===== src/rtl/eb_rr_arb.sv =====
// rtl/eb_rr_arb.sv - round-robin arbiter feeding a 2-entry elastic output stage (optional burst lock: EB_ARB_LOCK_EN)
module eb_rr_arb #(
    parameter int NREQ   = 4,
    parameter int DWIDTH = 32,
    parameter int IDW    = $clog2(NREQ)
) (
    input  logic                   clk,
    input  logic                   rstf,
    input  logic [NREQ*DWIDTH-1:0] t_data,
    input  logic [NREQ-1:0]        t_valid,
    input  logic [NREQ-1:0]        t_last,
    output logic [NREQ-1:0]        t_ready,
    output logic [DWIDTH-1:0]      i_data,
    output logic                   i_last,
    output logic [IDW-1:0]         i_id,
    output logic                   i_valid,
    input  logic                   i_ready
);

    typedef enum logic [1:0] {EMPTY, ONE, FULL} state_t;

    state_t            state_q, state_d;
    logic              space_q, space_d;
    logic              valid_q, valid_d;
    logic [DWIDTH-1:0] hd_data_q, hd_data_d, tl_data_q, tl_data_d;
    logic              hd_last_q, hd_last_d, tl_last_q, tl_last_d;
    logic [IDW-1:0]    hd_id_q, hd_id_d, tl_id_q, tl_id_d;
    logic [IDW-1:0]    ptr_q, ptr_d;
`ifdef EB_ARB_LOCK_EN
    logic              lock_q, lock_d;
    logic [IDW-1:0]    lockid_q, lockid_d;
`endif

    logic [IDW-1:0]    gnt;
    logic              gnt_vld;
    logic [IDW-1:0]    ptr_inc;
    logic              acc;
    logic              pop;
    logic [DWIDTH-1:0] acc_data;
    logic              acc_last;
    int                idx;
    logic [IDW-1:0]    sel;

    // Grant search: walk down from the farthest offset so the requester closest to ptr wins
    always_comb begin
        gnt     = '0;
        gnt_vld = 1'b0;
        idx     = 0;
        sel     = '0;
        for (int i = NREQ - 1; i >= 0; i--) begin
            idx = int'(ptr_q) + i;
            if (idx >= NREQ) begin
                idx = idx - NREQ;
            end
            sel = IDW'(idx);
            if (t_valid[sel]) begin
                gnt     = sel;
                gnt_vld = 1'b1;
            end
        end
`ifdef EB_ARB_LOCK_EN
        if (lock_q) begin
            gnt     = lockid_q;
            gnt_vld = t_valid[lockid_q];
        end
`endif
    end

    // Accept strobe: space is registered so t_ready never sees i_ready; forced low in reset
    always_comb begin
        acc          = rstf & space_q & gnt_vld;
        t_ready      = '0;
        t_ready[gnt] = acc;
        acc_data     = t_data[int'(gnt)*DWIDTH +: DWIDTH];
        acc_last     = t_last[gnt];
        pop          = valid_q & i_ready;
        ptr_inc      = (gnt == IDW'(NREQ - 1)) ? '0 : gnt + IDW'(1);
    end

    // Next-state for pointer, lock and the two-entry output queue
    always_comb begin
        state_d   = state_q;
        hd_data_d = hd_data_q;
        hd_last_d = hd_last_q;
        hd_id_d   = hd_id_q;
        tl_data_d = tl_data_q;
        tl_last_d = tl_last_q;
        tl_id_d   = tl_id_q;
        ptr_d     = ptr_q;
`ifdef EB_ARB_LOCK_EN
        lock_d    = lock_q;
        lockid_d  = lockid_q;
        if (acc) begin
            if (acc_last) begin
                lock_d = 1'b0;
                ptr_d  = ptr_inc;
            end else begin
                lock_d   = 1'b1;
                lockid_d = gnt;
            end
        end
`else
        if (acc) begin
            ptr_d = ptr_inc;
        end
`endif
        unique case (state_q)
            EMPTY: begin
                if (acc) begin
                    hd_data_d = acc_data;
                    hd_last_d = acc_last;
                    hd_id_d   = gnt;
                    state_d   = ONE;
                end
            end
            ONE: begin
                if (acc && pop) begin
                    hd_data_d = acc_data;
                    hd_last_d = acc_last;
                    hd_id_d   = gnt;
                end else if (acc) begin
                    tl_data_d = acc_data;
                    tl_last_d = acc_last;
                    tl_id_d   = gnt;
                    state_d   = FULL;
                end else if (pop) begin
                    state_d = EMPTY;
                end
            end
            FULL: begin
                if (pop) begin
                    hd_data_d = tl_data_q;
                    hd_last_d = tl_last_q;
                    hd_id_d   = tl_id_q;
                    state_d   = ONE;
                end
            end
            default: state_d = EMPTY;
        endcase
        space_d = (state_d != FULL);
        valid_d = (state_d != EMPTY);
    end

    // State registers; reset discards queued beats and clears pointer and lock
    always_ff @(posedge clk or negedge rstf) begin
        if (!rstf) begin
            state_q   <= EMPTY;
            space_q   <= 1'b1;
            valid_q   <= 1'b0;
            hd_data_q <= '0;
            hd_last_q <= 1'b0;
            hd_id_q   <= '0;
            tl_data_q <= '0;
            tl_last_q <= 1'b0;
            tl_id_q   <= '0;
            ptr_q     <= '0;
`ifdef EB_ARB_LOCK_EN
            lock_q    <= 1'b0;
            lockid_q  <= '0;
`endif
        end else begin
            state_q   <= state_d;
            space_q   <= space_d;
            valid_q   <= valid_d;
            hd_data_q <= hd_data_d;
            hd_last_q <= hd_last_d;
            hd_id_q   <= hd_id_d;
            tl_data_q <= tl_data_d;
            tl_last_q <= tl_last_d;
            tl_id_q   <= tl_id_d;
            ptr_q     <= ptr_d;
`ifdef EB_ARB_LOCK_EN
            lock_q    <= lock_d;
            lockid_q  <= lockid_d;
`endif
        end
    end

    assign i_data  = hd_data_q;
    assign i_last  = hd_last_q;
    assign i_id    = hd_id_q;
    assign i_valid = valid_q;

endmodule


===== config.mk =====
export PLATFORM = sky130hd
export DESIGN_NAME = eb_rr_arb
export DESIGN_NICKNAME = d
export VERILOG_FILES = /design/src/rtl/eb_rr_arb.sv
export SDC_FILE = /design/constraint.sdc
export NUM_CORES = 1
export LEC_CHECK = 0
export CORE_MARGIN = 4
export CORE_UTILIZATION = 40
export DETAILED_ROUTE_END_ITERATION = 8
export GPL_TIMING_DRIVEN = 1
export HOLD_SLACK_MARGIN = 0.02
export PLACE_DENSITY = 0.75
export REMOVE_ABC_BUFFERS = 1
export SLEW_MARGIN = 10
export SYNTH_ARGS = -nofsm -noshare
export SYNTH_HDL_FRONTEND = slang
export SYNTH_SLANG_ARGS = --single-unit

===== constraint.sdc =====
create_clock -name clk -period 3.7 [get_ports clk]
set_clock_uncertainty 0.05 [all_clocks]
set_input_delay 0.74 -clock clk [delete_from_list [all_inputs] [get_ports clk]]
set_output_delay 0.74 -clock clk [all_outputs]
set_load 0.02 [all_outputs]

==> impl_metrics.yaml <==
run_status:
  status: "finished clean"
synth:
  synthesis.area_mm2: 0.00441
  synth_edf_count: 0
  async_flop_share_pct: 100
  synth_compound_area_share_pct: 14.9
  synth_top_family_by_area: "multiplexers"
  synth-xor-area-share_pct: 0
  yosys_register_bits: 76
  synth_area_leaders: "dfrtp_1, mux2i_1, nand2_1, mux2_2, o221ai_1"
  ys.flop_type: "dfrtp_1"
  synth.avg_cell_area_um2: 10.3
  synthAdderAreaFrac_pct: 1.13
  synth_warnings: 0
  synth.area.mux_share_pct: 24.1
  synth-simple-area-share_pct: 11.5
  yosysUniqueCellTypes: 32
  syn_inst: 428
  yosysSeqAreaShare_pct: 43.1
  synth_top_area_share_pct: 42.5
  synth_top_area_cell: "dfrtp_1"
floorplanning:
  die_w_um: 113
  start_util_pct: 40.7
  coreArea_mm2: 0.0108
  die_y_um: 113
  io_pins: 179
  die-area_mm2: 0.0128
  fp-row-count: 38
place:
  placed_cells: 722
  gp_congestion: 0.776
  port_buffers: 178
  place_area_mm2: 0.00625
  place_hpwl_um: 8390
  pre_cts_ws_ps: 94.4
detailed_routing:
  routed_wl_um: 11400
  drt-initial-drc-count: 108
  num_vias: 3784
  drc_errors: 0
  ant_nets: 0
  drt-met1-wl_um: 4840
  wl_met2_um: 5580
  dr.max_layer_used: "met4"
  wl_met3_um: 822
  viasPerCell: 5.13
  drt-pass1-iter-count: 4
  wl_per_cell_um: 15.4
cells_and_area:
  drive_above_1_share_pct: 12.9
  fillCellCount: 921
  insertedDiodeCount: 0
  finalInstanceArea_mm2: 0.00643
  nets: 736
  final_common_cell: "clkdlybuf4s50_1"
  instances_no_fill: 738
  synthToLayoutAreaGrowth_pct: 45.6
  final_cell_mix: "clkdlybuf4s50_1, nand2_1, dfrtp_1"
clock_network:
  cts_hold_buf: 0
  cts_tree: "yes"
  cts_setup_buffers: 0
  numCtsBuffers: 9
  root_buffer: "clkbuf_8"
  path_clk_slew_ps: 70
  clk-insertion-delay-late_ps: 340
  cts_resized: 0
  cts_buffer_depth: 2
  clkSinkCount: 76
  h-tree-depth: 3
pwr:
  ir_worst_vdd_mv: 0.337
  p_total_uw: 4630
  p_per_area_mw_per_mm2: 721
  p_leak_uw: 0.00270
critical_path:
  cp-start-kind: "input pin"
  worstPathArrival_ps: 2800
  path_max_fanout: 6
  worst-setup-path-type: "in2out"
  worstPathRequired_ps: 2910
  end_kind: "primary output"
timing:
  hold_violations: 0
  setup_viol: 0
  setup_slack_ps: 109
  finalCritPeriodShare_pct: 97.0
  tightest_slew_ps: 980
  whs_ps: 432
  slew_viol_final: 0
  min_period_ps: 3590
  fmax_mhz: 278
  max_slew_margin_pct: 34.6
  rsz0062_at_grt: "false"
worst_hold_path:
  worstHoldPathType: "reg2reg"
grt:
  grt.total_usage_pct: 18.1
  grt_pass1_wl_um: 19100
  grt_pass1_vias: 4005
  grt_max_degree: 77
  grt_antenna_before_repair: 0
  grt_overflow: 0
flow_run:
  maxCapViolCount: 0
[through the flow]
stage	setup TNS (ps)	util, %
global placement	0	57.7
finish	0	59.3
floorplan	-241760	-
CTS	0	59.3
global route	0	59.3
detailed placement	0	57.7
[path summary, 6_finish.rpt]
check	start	endpoint	slack (ps)	cells after the start
max in group asynchronous	rstf	i_data[1]	2370	2
min in group asynchronous	rstf	ptr_q[1]	610	2
setup / recovery	t_valid[0]	t_ready[1]	110	8
hold reg to reg	tl_data_q[17]	tl_data_q[17]	430	2
setup reg to reg	ptr_q[1]	tl_data_q[19]	1390	7
hold / removal	tl_data_q[17]	tl_data_q[17]	430	2
[registers in the layout (all words and copies together) (netlist names)]
name       flops
i_data        32
tl_data_q     32
i_id           2
ptr_q          2
state_q        2
tl_id_q        2
i_last         1
i_valid        1
space_q        1
tl_last_q      1
[where the power goes]
part	switching (uW)	internal, uW
registers	229	1240
clock network	315	261
logic	1370	1220
[logic make-up after synthesis]
logic type / count (synthesis)
buffers and inverters: 37
adder cells (fa/ha/maj): 4
flip-flops: 76
multiplexers: 102
AO/OA/AOI/OAI: 84
AND/OR/NAND/NOR: 125
[routing by layer]
layer | vias to the layer above | global-route usage [%]
met4 | 0 | 5.53
li1 | 1855 | -
met3 | 16 | 4.92
met2 | 129 | 31.8
met5 | - | 0
met1 | 1784 | 21.5
[cell usage after synthesis, drive strengths merged, types with 5 or more instances]
cell and count:
nand2 108, dfrtp 75, mux2i 69, o21ai 39, mux2 33, o221ai 33, buf 20, clkbuf 13
and2 6, nor2 5
[critical path, cell delays in order]
cell,delay [ps]
clkdlybuf4s50_1,520
nand2_1,150
nand3b_1,140
a2bb2oi_4,240
inv_1,110
ha_1,210
and2_1,140
clkdlybuf4s50_1,540
[layout make-up]
class | instances | area (um^2) | share of cell area (%)
multi-input combinational | 315 | 2310 | 36.0
sequential | 76 | 1900 | 29.6
timing repair buffer | 187 | 1850 | 28.7
tap | 140 | 175 | 2.73
clock buffer | 10 | 138 | 2.14
clock inverter | 6 | 38.8 | 0.603
inverter | 4 | 15.0 | 0.234
No activity file was read; power rests on OpenSTA's default activity.
